<file path="config.mk">
export PLATFORM = sky130hd
export DESIGN_NAME = cypherdb_secure_seq
export DESIGN_NICKNAME = d
export VERILOG_FILES = /design/src/rtl/cypherdb_pkg.sv /design/src/rtl/cypherdb_wait_timer.sv /design/src/rtl/cypherdb_secure_seq.sv
export SDC_FILE = /design/constraint.sdc
export NUM_CORES = 1
export LEC_CHECK = 0
export BUFFER_PORTS_ARGS = -buffer_cell sky130_fd_sc_hd__buf_2
export CORE_UTILIZATION = 40
export CTS_BUF_LIST = sky130_fd_sc_hd__clkbuf_8
export DETAILED_ROUTE_END_ITERATION = 7
export PLACE_DENSITY = 0.62
export SETUP_SLACK_MARGIN = 0.1
export SYNTH_ARGS = -nofsm -noshare
export SYNTH_HDL_FRONTEND = slang
export SYNTH_HIERARCHICAL = 1
export SYNTH_SLANG_ARGS = --single-unit
export TNS_END_PERCENT = 20
</file>
<file path="constraint.sdc">
create_clock -name clk -period 5.51 [get_ports clk]
set_clock_uncertainty 0.15 [all_clocks]
set_input_delay 1.102 -clock clk [delete_from_list [all_inputs] [get_ports clk]]
set_output_delay 1.102 -clock clk [all_outputs]
set_load 0.02 [all_outputs]
</file>
<file path="src/rtl/cypherdb_pkg.sv">
// Shared types and constants for the CypherDB secure-window sequencer.
// Holds the sequencer state encoding, the wait-counter width and error causes.
// Error cause codes are reserved for a future cause register.
package cypherdb_pkg;

   typedef enum logic [1:0] {
      IDLE   = 2'd0,
      KEY    = 2'd1,
      ACTIVE = 2'd2,
      FLUSH  = 2'd3
   } seq_state_t;

   localparam int CYPHERDB_WAIT_W = 16;

   typedef enum logic [1:0] {
      ERR_NONE      = 2'd0,
      ERR_TIMEOUT   = 2'd1,
      ERR_NEST      = 2'd2,
      ERR_IDLE_EXIT = 2'd3
   } err_cause_t;

endpackage

</file>
<file path="src/rtl/cypherdb_wait_timer.sv">
// Clearable acknowledge-wait counter shared by the KEY and FLUSH handshakes.
// Counts cycles while enabled; tc is high when the count equals TIMEOUT-1.
// The count holds at all-ones rather than wrapping.
module cypherdb_wait_timer
   import cypherdb_pkg::*;
#(
   parameter int TIMEOUT = 1024
) (
   input  logic clk,
   input  logic rst,
   input  logic clr,
   input  logic en,
   output logic tc
);

   localparam logic [CYPHERDB_WAIT_W-1:0] TC_VAL = CYPHERDB_WAIT_W'(TIMEOUT - 1);

   logic [CYPHERDB_WAIT_W-1:0] cnt;

   // Restart on handshake entry, otherwise count cycles spent waiting.
   always_ff @(posedge clk) begin
      if (rst) begin
         cnt <= '0;
      end else if (clr) begin
         cnt <= '0;
      end else if (en && (cnt != '1)) begin
         cnt <= cnt + 1'b1;
      end
   end

   assign tc = (cnt == TC_VAL);

endmodule

</file>
<file path="src/rtl/cypherdb_secure_seq.sv">
// Secure-window entry/exit sequencer: key load, window open, flush, window close.
// All outputs registered; request-to-response latency is one cycle.
// Stalls the pipeline while a key-load or flush handshake is outstanding.
module cypherdb_secure_seq
   import cypherdb_pkg::*;
#(
   parameter int TIMEOUT = 1024,
   parameter int CNT_W   = 32
) (
   input  logic             clk,
   input  logic             rst,
   input  logic             ce,
   input  logic             enter_req,
   input  logic             exit_req,
   input  logic             exc_req,
   output logic             key_req,
   input  logic             key_ack,
   output logic             flush_req,
   input  logic             flush_ack,
   output logic             start_pulse,
   output logic             end_pulse,
   output logic             secure_active,
   output logic             stall,
   output logic             err,
   input  logic             err_clr,
   output logic [CNT_W-1:0] sec_cycles
);

   seq_state_t       state, state_nxt;
   logic             pend_exit, pend_nxt;
   logic             err_set;
   logic             start_nxt, end_nxt;
   logic [CNT_W-1:0] sec_nxt;
   logic             enter, leave;
   logic             wait_clr, wait_en, wait_tc;

   // Decode instructions only count when the pipeline is advancing.
   assign enter = enter_req & ce;
   assign leave = exit_req & ce;

   // One timer serves both handshakes; it restarts whenever KEY or FLUSH is entered.
   assign wait_en  = (state == KEY) || (state == FLUSH);
   assign wait_clr = (state_nxt != state) && ((state_nxt == KEY) || (state_nxt == FLUSH));

   cypherdb_wait_timer #(
      .TIMEOUT (TIMEOUT)
   ) u_wait_timer (
      .clk (clk),
      .rst (rst),
      .clr (wait_clr),
      .en  (wait_en),
      .tc  (wait_tc)
   );

   // Next-state, pulse and counter decisions for the handshake sequence.
   always_comb begin
      state_nxt = state;
      pend_nxt  = pend_exit;
      err_set   = 1'b0;
      start_nxt = 1'b0;
      end_nxt   = 1'b0;
      sec_nxt   = sec_cycles;
      case (state)
         IDLE: begin
            if (enter) begin
               state_nxt = KEY;
               pend_nxt  = 1'b0;
               sec_nxt   = '0;
            end else if (leave) begin
               err_set = 1'b1;
            end
         end
         KEY: begin
            // An exit during key load is remembered; the handshake still completes.
            if (exc_req || leave) begin
               pend_nxt = 1'b1;
            end
            if (key_ack) begin
               state_nxt = ACTIVE;
               start_nxt = 1'b1;
            end else if (wait_tc) begin
               state_nxt = IDLE;
               err_set   = 1'b1;
            end
         end
         ACTIVE: begin
            if (sec_cycles != '1) begin
               sec_nxt = sec_cycles + 1'b1;
            end
            if (enter) begin
               err_set = 1'b1;
            end
            if (leave || exc_req || pend_exit) begin
               state_nxt = FLUSH;
               pend_nxt  = 1'b0;
            end
         end
         FLUSH: begin
            // The window always closes, with or without the flush acknowledge.
            if (flush_ack) begin
               state_nxt = IDLE;
               end_nxt   = 1'b1;
            end else if (wait_tc) begin
               state_nxt = IDLE;
               end_nxt   = 1'b1;
               err_set   = 1'b1;
            end
         end
         default: begin
            state_nxt = IDLE;
         end
      endcase
   end

   // State register and pending-exit flag.
   always_ff @(posedge clk) begin
      if (rst) begin
         state     <= IDLE;
         pend_exit <= 1'b0;
      end else begin
         state     <= state_nxt;
         pend_exit <= pend_nxt;
      end
   end

   // Registered outputs, derived from the state being entered.
   always_ff @(posedge clk) begin
      if (rst) begin
         key_req       <= 1'b0;
         flush_req     <= 1'b0;
         secure_active <= 1'b0;
         stall         <= 1'b0;
         start_pulse   <= 1'b0;
         end_pulse     <= 1'b0;
         sec_cycles    <= '0;
      end else begin
         key_req       <= (state_nxt == KEY);
         flush_req     <= (state_nxt == FLUSH);
         secure_active <= (state_nxt == ACTIVE);
         stall         <= (state_nxt == KEY) || (state_nxt == FLUSH);
         start_pulse   <= start_nxt;
         end_pulse     <= end_nxt;
         sec_cycles    <= sec_nxt;
      end
   end

   // Sticky error: a new error event takes priority over a clear in the same cycle.
   always_ff @(posedge clk) begin
      if (rst) begin
         err <= 1'b0;
      end else if (err_set) begin
         err <= 1'b1;
      end else if (err_clr) begin
         err <= 1'b0;
      end
   end

endmodule

</file>
### Yosys cells after proc, flatten, opt, wreduce, memory -nomap -nowiden

Cells that the tools add are included.

| storage, ports and cells | value |
|---|---|
| memories kept | 0 |
| bits in read-only memories | 0 |
| RAM bits | 0 |
| word-level logic and storage cells | 70 |
| output and inout port bits | 39 |
| latch bits | 0 |
| bits in registers | 58 |
| bits of input ports | 9 |

| cells by class | value |
|---|---|
| equality and inequality tests | 14 |
| multiplexer cells | 24 |
| bitwise operators | 4 |
| shifts and indexed selects | 0 |
| add/subtract/negate cells | 2 |
| multiply operators | 0 |
| reductions and logical operators | 15 |
| $lt $le $gt $ge | 0 |
| divide/modulo/power cells | 0 |

Operator list:

| cell | count |
|---|---|
| two-way mux 32 bit | 2 |
| case mux 32 bit (2 select lines) | 1 |
| adder 32 x 1 -> 32 bit (second input constant) | 1 |
| != test 32 bit (second input constant) | 1 |
| adder 16 x 1 -> 16 bit (second input constant) | 1 |
| == test 16 x 10 -> 1 bit (second input constant) | 1 |
| != test 16 bit (second input constant) | 1 |
| two-way mux 1 bit | 13 |
| two-way mux 2 bit | 5 |
| == test 2 bit (second input constant) | 4 |
| case mux 2 bit (4 select lines) | 1 |
| != test 2 bit (second input constant) | 3 |
| OR reduction 2 bit | 3 |
| == test 2 x 1 -> 1 bit (second input constant) | 2 |
| logical OR 1 bit | 4 |
| case mux 1 bit (4 select lines) | 1 |
| AND reduction 4 bit | 1 |
| nonzero test 2 bit | 2 |
| case mux 1 bit (3 select lines) | 1 |
| AND reduction 3 bit | 1 |
| nonzero test 3 bit | 1 |
| bitwise AND 1 bit | 2 |
| logical AND 1 bit | 2 |
| zero test 2 bit | 1 |
| other kinds (3) | 4 |

### Logic depth before layout (Yosys ltp)

Gate-level depths: netlist (run 1).

| logic depth | value |
|---|---|
| depth in word-level cells | 9 |
| mapped depth | 8 |
| gate-level depth less buffers | 7 |

### By module

Netlist (run 1), hierarchy kept.

By module, submodules not included:

| module | times used | cells an instance | area each (sq um) | seq. area each (sq um) |
|---|---|---|---|---|
| cypherdb_secure_seq | 1 | 252 | 2118.3 | 820.8 |
| cypherdb_wait_timer | 1 | 103 | 888.4 | 320.3 |

### Least setup slack after synthesis (run 1)

OpenSTA, ideal clock, no wires.

| timing | value |
|---|---|
| kind | input port to flip-flop |
| start point | input enter_req |
| end point | register sec_cycles[10] |
| data arrival time | 2.360 ns |
| setup time | 0.070 ns |
| path slack | 2.929 ns |
| cell stages on the path | 5 |
| buffers on the path | 0 |
| required time | 5.290 ns |
| cell sequence | a21oi_1 nor2_1 o31ai_4 or4b_2 a21oi_1 |

| between the ends | value |
|---|---|
| longest elaborated chain between the ends | 3 |

Ends and longest elaborated chain:

| what | RTL line | RTL |
|---|---|---|
| start: declaration | cypherdb_secure_seq.sv:13 | `input logic enter_req,` |
| bitwise AND 1 bit | cypherdb_secure_seq.sv:38 | `assign enter = enter_req & ce;` |
| != test 2 bit (no source line) | -- |  |
| AND reduction 3 bit (no source line) | -- |  |
| end signal: assignment | cypherdb_secure_seq.sv:143 | `sec_cycles <= sec_nxt;` |
| end: declaration | cypherdb_secure_seq.sv:26 | `output logic [CNT_W-1:0] sec_cycles` |

Every way passes these cells.
A chain may end at the register's enable or synchronous reset.

### Worst setup path in the final report (run 1)

| timing | value |
|---|---|
| start point | input ce |
| end point | register sec_cycles[10] |

| between the ends | value |
|---|---|
| longest elaborated chain between the ends | 3 |

Ends and longest elaborated chain:

| what | RTL line | RTL |
|---|---|---|
| start: declaration | cypherdb_secure_seq.sv:12 | `input logic ce,` |
| bitwise AND 1 bit | cypherdb_secure_seq.sv:38 |  |
| != test 2 bit (no source line) | -- |  |
| AND reduction 3 bit (no source line) | -- |  |

Every way passes these cells.

==> qor.csv, run 1 <==
stage;metric;value;unit
logic_synthesis;Commonest cells post-synth;57 x dfxtp_1, 28 x a21oi_1, 24 x o21ai_0;
critical_path;slowest CP cell;or4b_2;
clock_tree;CTS buffer count;9;
logic_synthesis;Mapped Cells;355;
power_and_ir_drop;Sw Share;25.4;%
grt;global-route wire length before repair;11700;um
finish;final-layout fill cell count;715;
grt;GRT Overall Usage;19.2;%
floorplan;num rows;31;
sta;Final Hold Vio Count;0;
drt;final wirelength;7130;um
sta;final count of negative-setup-slack endpoints;0;
power_and_ir_drop;PwrDens;238;nW/um2
logic_synthesis;EDFF count, synth;0;
floorplan;Core Area;7250;um2
clock_tree;hold buffers post-CTS;0;
critical_path;FF-to-FF path depth;6;
drt;WL/cell;14.2;um
critical_path;worst r2r src;state[0]$_SDFF_PP0_;
floorplan;Die X;88.7;um
worst_hold_path;worst hold path type;flip-flop to flip-flop;
logic_synthesis;ys flop type;dfxtp_1;
sta;post-route clock period utilization;50.6;%
critical_path;crit end category;flip-flop;
critical_path;most frequent CP cell;a21oi_1;
clock_tree;CTS sink count;57;
finish;share of cells above drive strength 1;21.3;%
placed_design;Placer Congestion;0.784;
sta;Max Freq;358;MHz
drt;DR vias/cell;5.68;
placed_design;I/O Buffers;47;
clock_tree;Clk pin slew, worst setup/hold paths;0.07;ns
critical_path;CP top delay family;simple AND/OR/NAND/NOR gates;
critical_path;CP Buf/Inv Count;2;
logic_synthesis;#FFs+latches synth;57;
power_and_ir_drop;sequential power share;50.9;%
sta;clock period minus worst slack;2.79;ns
power_and_ir_drop;P_int;620;uW
logic_synthesis;Yosys cell types;61;
logic_synthesis;post-synthesis async set-or-reset flop share;0;%
critical_path;critical setup path kind;input port to flip-flop;
sta;slew margin rel.;46.6;%
critical_path;Worst EP arrival;2.90;ns
logic_synthesis;most common cell in the netlist;dfxtp_1;
power_and_ir_drop;Net Switching;211;uW
finish;Layout area overhead;16.2;%
floorplan;io pins;48;
grt;vias in the first global route;2468;
logic_synthesis;Net Count, Synth;366;
drt;Routed Antenna Nets;0;
logic_synthesis;synthesized area per cell;8.47;um2
clock_tree;Setup Fix Bufs, Post-CTS;0;
grt;GR Overflow Total;0;
clock_tree;H-Tree Level Count;3;
clock_tree;CTS tree;yes;
power_and_ir_drop;Clock Power Share;42.5;%
critical_path;CP required;5.62;ns
floorplan;Die ar.;7870;um2
worst_hold_path;Cells on Worst Hold Path;2;
clock_tree;root buffer cell;clkbuf_8;
critical_path;Worst Path Max Fanout;21;
sta;RSZ-0062 raised after global routing;no;
sta;Worst-Margin Slew;0.799;ns
drt;DR vias;2855;
clock_tree;post-CTS sizing;0;
placed_design;Post-DP Area;3310;um2
sta;final hold slack;0.331;ns
logic_synthesis;post-synth top area cell;dfxtp_1;
critical_path;r2r setup slk;2.83;ns
worst_hold_path;Hold EP;pend_exit$_SDFFE_PP0P_;
critical_path;delay of the slowest critical-path stage;0.61;ns
power_and_ir_drop;P_leak;0.00131;uW
critical_path;critical path cell sequence;buf_2 -> a21oi_1 -> nor2_1 -> o31ai_4 -> buf_4 -> or4b_2 -> a21oi_1;
grt;antenna violations before repair;0;
critical_path;worst r2r dst;sec_cycles[10]$_SDFFE_PP0P_;
finish;antenna cell count;0;
power_and_ir_drop;Comb power frac;6.6;%
sta;setup TNS;0;ns
clock_tree;Max clock buf depth;2;
drt;Residual DRC;0;
placed_design;Post-DP HPWL;4980;um
logic_synthesis;top cell type's share of synthesized area;38.0;%
logic_synthesis;Synth area leaders;dfxtp_1 38%, a21oi_1 4.7%, o21ai_0 4.0%, or3_1 3.5%, nand4_1 3.1%;
logic_synthesis;Synth Warn #;6;
logic_synthesis;Syn Std Cell Area;3010;um2
finish;design area;3490;um2
drt;DRT Pass-1 Iters;4;
power_and_ir_drop;worst vdd ir;0.000107;V
finish;Layout Nets;410;
critical_path;type of element launching the critical path;input port;
sta;Final Max Tran Viols;0;
floorplan;Die Ht;88.7;um
flow_run;max_cap viols;0;
drt;DRT iter0 DRCs;145;
floorplan;initial core utilization;41.5;%
logic_synthesis;register area share after synthesis;38.0;%
grt;pin count of the biggest net entering global routing;23;
status;run status;finished clean;
clock_tree;Skew-Pair Late Insertion Delay;0.34;ns
worst_hold_path;hold_sp;pend_exit$_SDFFE_PP0P_;
power_and_ir_drop;Total Power;831;uW
## power groups by stage
stage          Clock, uW  Combinational [uW]  Sequential [uW]
6_report             353                54.7              423
5_1_grt              386                61.4              424
4_1_cts              369                55.0              423
3_5_place_dp           0                54.6              432
3_3_place_gp           0                54.4              432
2_1_floorplan          0                39.5              432
## cell usage in the layout (no fill, tap or decap), drive strengths merged, types with 5 or more instances in the layout
master,n
nand4,18
nand2,22
and3,9
o31ai,11
or3,20
mux2i,5
or4,9
and4,11
clkbuf,11
a31oi,13
nor2,22
inv,11
o21ai,24
and2,7
buf,49
dfxtp,57
nand3,17
a21oi,28
## routing by layer
metal	global-route usage [%]	part of all wire, %
met4	8.94	1.8
met3	3.82	4.9
met5	0	0
met1	25.9	50
met2	29.4	43
## through the flow
step / worst slack (ns) / instances / utilization [%]
CTS: 2.76 / 503 / 48.2
finish: 2.72 / 503 / 48.2
detailed placement: 2.42 / 487 / 45.7
global route: 2.57 / 503 / 48.2
global placement: 2.45 / 487 / 45.7
floorplan: 2.93 / 355 / -
## cell families after synthesis
kind of cell | count (synthesis) | synth area share (%)
buf+inv | 27 | 3.66
fa+ha+maj | 2 | 0.832
flops | 57 | 38.0
compound gates | 96 | 21.7
simple gates | 162 | 32.4
mux | 6 | 2.04
xor+xnor | 5 | 1.46
## registers in the layout, summed over array words and instances (netlist names)
register	count
state	2
u_wait_timer/cnt	16
key_req	1
secure_active	1
pend_exit	1
start_pulse	1
sec_cycles	32
flush_req	1
err	1
end_pulse	1
## worst min-delay path, cell delays in order, from the launching register on
cell	delay [ns]
dfxtp_1	0.31
o21ai_0	0.06
a21oi_1	0.06
## layout make-up
cell class                 count  area, um2  share of cell area [%]
sequential                    57       1140                    32.7
timing repair buffer          49        250                    7.16
clock buffer                  11        151                    4.33
multi-input combinational    271       1760                    50.3
inverter                      11       41.3                    1.18
clock inverter                 5       30.0                   0.860
tap                           99        124                    3.55
## worst max path at each step
stage / endpoint / start / cells after the start
2_1_floorplan: sec_cycles[10]$_SDFFE_PP0P_ / enter_req / 5
3_3_place_gp: sec_cycles[10]$_SDFFE_PP0P_ / ce / 7
3_5_place_dp: sec_cycles[10]$_SDFFE_PP0P_ / ce / 7
4_1_cts: sec_cycles[10]$_SDFFE_PP0P_ / ce / 7
5_1_grt: sec_cycles[10]$_SDFFE_PP0P_ / ce / 7
6_report: sec_cycles[10]$_SDFFE_PP0P_ / ce / 7
Power figures use the tool's default switching activity.
==> run 2, diff against run 1 <==
Settings changed: ABC_AREA from default to 1, PLACE_DENSITY 0.62 to 0.61.
Clock period 5.51 ns to 2.7 ns, I/O delays scaled along.
==> qor.csv, run 2 <==
stage;metric;value;unit
finish;number of flip-flops in the largest register;32;
drt;DRT Pass-1 Iters;4;
finish;Largest regs;sec_cycles: 32 flops, u_wait_timer/cnt: 16 flops, state: 2 flops;
logic_synthesis;ys flop type;dfxtp_1;
power_and_ir_drop;worst vdd ir;0.000240;V
worst_hold_path;hold_sp;pend_exit$_SDFFE_PP0P_;
worst_hold_path;worst hold path type;flip-flop to flip-flop;
logic_synthesis;synthesized area per cell;6.26;um2
sta;Max Freq;430;MHz
clock_tree;CTS tree;yes;
logic_synthesis;post-synthesis async set-or-reset flop share;0;%
sta;final count of negative-setup-slack endpoints;0;
power_and_ir_drop;Total Power;1920;uW
sta;RSZ-0062 raised after global routing;no;
clock_tree;CTS buffer count;9;
worst_hold_path;Cells on Worst Hold Path;2;
clock_tree;Clk pin slew, worst setup/hold paths;0.07;ns
grt;pin count of the biggest net entering global routing;20;
critical_path;Worst Path Max Fanout;15;
placed_design;Placer Congestion;0.923;
placed_design;DP Cell Count;717;
floorplan;Die ar.;9260;um2
finish;Top reg by flops;sec_cycles;
floorplan;Die Ht;96.2;um
clock_tree;Max clock buf depth;2;
critical_path;CP required;2.83;ns
logic_synthesis;Synth area leaders;dfxtp_1 32%, nand2_1 16%, nor2_1 11%, nand3_1 6.9%, inv_1 6.4%;
critical_path;r2r setup slk;0.37;ns
sta;setup TNS;0;ns
sta;Worst-Margin Slew;0.528;ns
logic_synthesis;most common cell in the netlist;nand2_1;
logic_synthesis;Net Count, Synth;578;
sta;slew margin rel.;64.5;%
logic_synthesis;Syn Std Cell Area;3550;um2
logic_synthesis;Synth Warn #;6;
logic_synthesis;register area share after synthesis;32.1;%
logic_synthesis;#FFs+latches synth;57;
grt;antenna violations before repair;0;
flow_run;max_cap viols;0;
logic_synthesis;Commonest cells post-synth;153 x nand2_1, 107 x nor2_1, 61 x inv_1;
clock_tree;H-Tree Level Count;3;
logic_synthesis;EDFF count, synth;0;
critical_path;crit end category;flip-flop;
finish;Layout area overhead;15.4;%
finish;antenna cell count;0;
status;run status;finished clean;
clock_tree;Setup Fix Bufs, Post-CTS;0;
logic_synthesis;top cell type's share of synthesized area;32.1;%
grt;GRT Overall Usage;22.2;%
placed_design;I/O Buffers;47;
floorplan;Core Area;8680;um2
finish;commonest non-fill, non-tap cell in the layout;nand2_1;
critical_path;Worst EP arrival;2.46;ns
critical_path;Worst Setup SP;u_wait_timer/cnt[0]$_SDFFE_PP0P_;
critical_path;worst r2r dst;u_wait_timer/cnt[4]$_SDFFE_PP0P_;
logic_synthesis;post-synth top area cell;dfxtp_1;
finish;final-layout fill cell count;945;
floorplan;Die X;96.2;um
worst_hold_path;Hold EP;pend_exit$_SDFFE_PP0P_;
finish;share of cells above drive strength 1;19.8;%
drt;DRT iter0 DRCs;152;
logic_synthesis;Yosys cell types;38;
power_and_ir_drop;P_leak;0.00163;uW
finish;Layout Nets;631;
clock_tree;CTS sink count;57;
drt;DR vias;3682;
sta;Final Max Tran Viols;0;
drt;WL/cell;13.0;um
grt;global-route wire length before repair;15700;um
floorplan;io pins;48;
floorplan;num rows;34;
drt;final wirelength;9550;um
power_and_ir_drop;PwrDens;469;nW/um2
grt;GR Overflow Total;0;
grt;vias in the first global route;3372;
clock_tree;Skew-Pair Late Insertion Delay;0.35;ns
clock_tree;root buffer cell;clkbuf_8;
critical_path;type of element launching the critical path;flip-flop;
drt;Routed Antenna Nets;0;
finish;final non-filler cell total;733;
critical_path;worst r2r src;u_wait_timer/cnt[0]$_SDFFE_PP0P_;
sta;post-route clock period utilization;86.1;%
sta;clock period minus worst slack;2.33;ns
placed_design;Post-DP HPWL;7110;um
finish;most frequent cells in the layout;153 x nand2_1, 106 x nor2_1, 62 x inv_1, 57 x dfxtp_1, 49 x nand3_1;
sta;Final Hold Vio Count;0;
drt;Residual DRC;0;
critical_path;FF-to-FF path depth;14;
drt;DR vias/cell;5.02;
floorplan;initial core utilization;40.9;%
logic_synthesis;Mapped Cells;567;
critical_path;critical setup path kind;flip-flop to flip-flop;
## run 2: changes by cell type in the layout (fill, tap and decap cells not counted), sizes merged, moves of 7 or more
cell / previous run / this run
nand2: 22 / 169
nor2: 22 / 117
inv: 11 / 69
nand3: 17 / 50
or3: 20 / 0
o21ai: 24 / 11
a31oi: 13 / 1
and4: 11 / 0
o31ai: 11 / 1
and3: 9 / 0
or4: 9 / 0
buf: 49 / 56
nand4: 18 / 11
nor3: 4 / 11
## run 2: worst max path at each step
stage | endpoint | cells after the start
after floorplan | u_wait_timer/cnt[12]$_SDFFE_PP0P_ | 14
after global placement | u_wait_timer/cnt[4]$_SDFFE_PP0P_ | 14
after detailed placement | u_wait_timer/cnt[4]$_SDFFE_PP0P_ | 14
after CTS | u_wait_timer/cnt[4]$_SDFFE_PP0P_ | 14
after global routing | u_wait_timer/cnt[4]$_SDFFE_PP0P_ | 14
final | u_wait_timer/cnt[4]$_SDFFE_PP0P_ | 14
## run 2: through the flow
step	cell area [um2]	utilization (%)	setup WS, ns	hold slack [ns]
floorplan	3550	-	0.520	0.288
detailed placement	3880	44.8	0.367	0.306
global route	4100	47.2	0.129	0.321
CTS	4100	47.2	0.337	0.308
finish	4100	47.2	0.374	0.318
global placement	3880	44.8	0.357	0.296
## run 2: power breakdown
part	internal [uW]	switching, uW	total [uW]
sequential	855	9.84	865
clock	511	368	879
combinational	52.8	124	176
total	1420	502	1920
## run 2: cell families after synthesis
logic type,after synthesis,synth area share (%)
compound gates,56,10.3
xor+xnor,6,1.48
fa+ha+maj,2,0.705
buf+inv,82,10.1
flops,57,32.1
simple gates,364,45.3
## run 2: cell type report
cell class,count,area (um2),share of cell area (%)
clock buffers,9,124,3.02
inverters,68,255,6.23
flip-flops and latches,57,1140,27.8
well taps,108,135,3.30
clock inverters,7,86.3,2.11
repair buffers,56,303,7.39
multi-input cells,428,2050,50.1
## run 2: what timing repair did
item | CTS | global route
hold buffers | 0 | 0
resized for setup | 0 | 1
setup endpoints to repair | 0 | 3
## run 2: layer usage
layer / wire length (um) / vias to the layer above / global-route usage (%)
met5: 0 / - / 0
met4: 287 / 0 / 12.7
met3: 528 / 27 / 4.27
met2: 4370 / 88 / 36.0
met1: 4360 / 1672 / 27.4
li1: - / 1895 / -
## run 2: critical path, cell delays in order, from the launching register on
cell	delay, ns
dfxtp_1	0.37
ha_1	0.20
nand2_1	0.09
nor2_4	0.14
nand4_1	0.14
nor2_2	0.18
nor3_1	0.07
inv_1	0.10
nand4_1	0.17
inv_1	0.10
nor2_1	0.04
nor2_1	0.10
buf_4	0.21
inv_1	0.07
a21oi_1	0.11
==> run 3, diff against run 2 <==
Settings changed: ABC_AREA 1 to default, PLACE_DENSITY 0.61 to 0.62.
==> qor.csv, run 3 (synthesis gave the netlist of run 1 again) <==
stage;metric;value;unit
clock_tree;Clk pin slew, worst setup/hold paths;0.06;ns
grt;vias in the first global route;2565;
sta;Final Max Tran Viols;0;
finish;final non-filler cell total;509;
finish;final-layout fill cell count;730;
grt;GR Overflow Total;0;
clock_tree;CTS buffer count;9;
clock_tree;Max clock buf depth;2;
clock_tree;Setup Fix Bufs, Post-CTS;0;
clock_tree;hold buffers post-CTS;0;
sta;Final Hold Vio Count;0;
drt;WL/cell;14.2;um
clock_tree;CTS tree;yes;
finish;Top reg by flops;sec_cycles;
power_and_ir_drop;PwrDens;475;nW/um2
floorplan;Die X;88.7;um
floorplan;Core Area;7250;um2
finish;multi-input combinational cell area;1760;um2
status;run status;finished clean;
clock_tree;root buffer cell;clkbuf_8;
floorplan;initial core utilization;41.5;%
finish;share of cells above drive strength 1;22.2;%
finish;commonest non-fill, non-tap cell in the layout;dfxtp_1;
sta;Max Freq;414;MHz
power_and_ir_drop;worst vdd ir;0.000192;V
clock_tree;H-Tree Level Count;3;
sta;setup TNS;0;ns
critical_path;slowest CP cell;or3_1;
drt;DR vias;2900;
power_and_ir_drop;P_leak;0.00135;uW
critical_path;critical path cell sequence;ha_1 -> and4_1 -> nand4_1 -> or3_1 -> and2_4 -> a221o_1;
sta;RSZ-0062 raised after global routing;no;
drt;DRT Pass-1 Iters;4;
placed_design;I/O Buffers;47;
finish;Layout Nets;419;
placed_design;Post-DP HPWL;5230;um
critical_path;type of element launching the critical path;flip-flop;
finish;number of flip-flops in the largest register;32;
drt;DR vias/cell;5.70;
clock_tree;CTS sink count;57;
grt;pin count of the biggest net entering global routing;23;
worst_hold_path;worst hold path type;flip-flop to flip-flop;
sta;final hold slack;0.325;ns
critical_path;Worst Path Max Fanout;8;
critical_path;CP required;2.77;ns
critical_path;crit end category;flip-flop;
floorplan;Die ar.;7870;um2
grt;GRT Overall Usage;19.5;%
finish;storage element area;1140;um2
critical_path;Worst EP arrival;2.48;ns
critical_path;CP top delay family;simple AND/OR/NAND/NOR gates;
floorplan;num rows;31;
grt;global-route wire length before repair;11900;um
finish;Layout area overhead;18.0;%
drt;Routed Antenna Nets;0;
critical_path;delay of the slowest critical-path stage;0.52;ns
sta;slew margin rel.;54.7;%
sta;final count of negative-setup-slack endpoints;0;
finish;antenna cell count;0;
drt;Residual DRC;0;
placed_design;Placer Congestion;0.815;
floorplan;io pins;48;
critical_path;CP Buf/Inv Count;0;
placed_design;Post-DP Area;3380;um2
clock_tree;Skew-Pair Late Insertion Delay;0.33;ns
grt;antenna violations before repair;0;
drt;DRT iter0 DRCs;143;
sta;Worst-Margin Slew;0.671;ns
drt;final wirelength;7220;um
sta;clock period minus worst slack;2.41;ns
finish;design area;3550;um2
finish;Largest regs;sec_cycles: 32 flops, u_wait_timer/cnt: 16 flops, state: 2 flops;
finish;most frequent cells in the layout;57 x dfxtp_1, 47 x buf_2, 28 x a21oi_1, 24 x o21ai_0;
sta;post-route clock period utilization;89.4;%
clock_tree;post-CTS sizing;0;
critical_path;critical setup path kind;flip-flop to flip-flop;
flow_run;max_cap viols;0;
placed_design;DP Cell Count;496;
floorplan;Die Ht;88.7;um
## run 3: area by class of cell
cell class	instances	share of cell area, %
clock buffers	12	4.65
clock inverters	1	0.106
inverters	11	1.16
multi-input cells	271	49.5
flip-flops and latches	57	32.2
well taps	99	3.49
repair buffers	58	8.96
## run 3: where the power goes
group | internal, uW | switching, uW | total [uW]
registers | 850 | 5.00 | 855
logic | 46.7 | 84.9 | 132
clock network | 389 | 309 | 698
total | 1290 | 399 | 1680
## run 3: worst register-to-register path: stages (launching register included)
cell,delay [ns]
dfxtp_1,0.40
ha_1,0.23
and4_1,0.25
nand4_1,0.25
or3_1,0.52
and2_4,0.21
a221o_1,0.30
## run 3: per-layer routing
metal  vias to the layer above  GRT usage [%]  routed length [um]
li1                       1469              -                   -
met1                      1344           25.5                3450
met2                        75           30.6                3200
met3                        12           4.20                 426
met4                         0           9.38                 144
met5                         -              0                   0
## run 3: final timing paths
path                                                 start                     endpoint  slack, ns  depth (start not counted)
worst max-delay path            sec_cycles[0]$_SDFFE_PP0P_  sec_cycles[26]$_SDFFE_PP0P_       0.29                          6
worst min-delay path                pend_exit$_SDFFE_PP0P_       pend_exit$_SDFFE_PP0P_       0.33                          2
worst max register to register  sec_cycles[0]$_SDFFE_PP0P_  sec_cycles[26]$_SDFFE_PP0P_       0.29                          6
worst min register to register      pend_exit$_SDFFE_PP0P_       pend_exit$_SDFFE_PP0P_       0.33                          2
## run 3: stage by stage
stage               utilization (%)  total power [uW]  setup WS (ns)
floorplan                         -               962          0.388
global placement               46.6              1000          0.410
detailed placement             46.6              1010          0.315
CTS                            48.9              1710          0.319
global route                   48.9              1760          0.201
finish                         48.9              1680          0.286
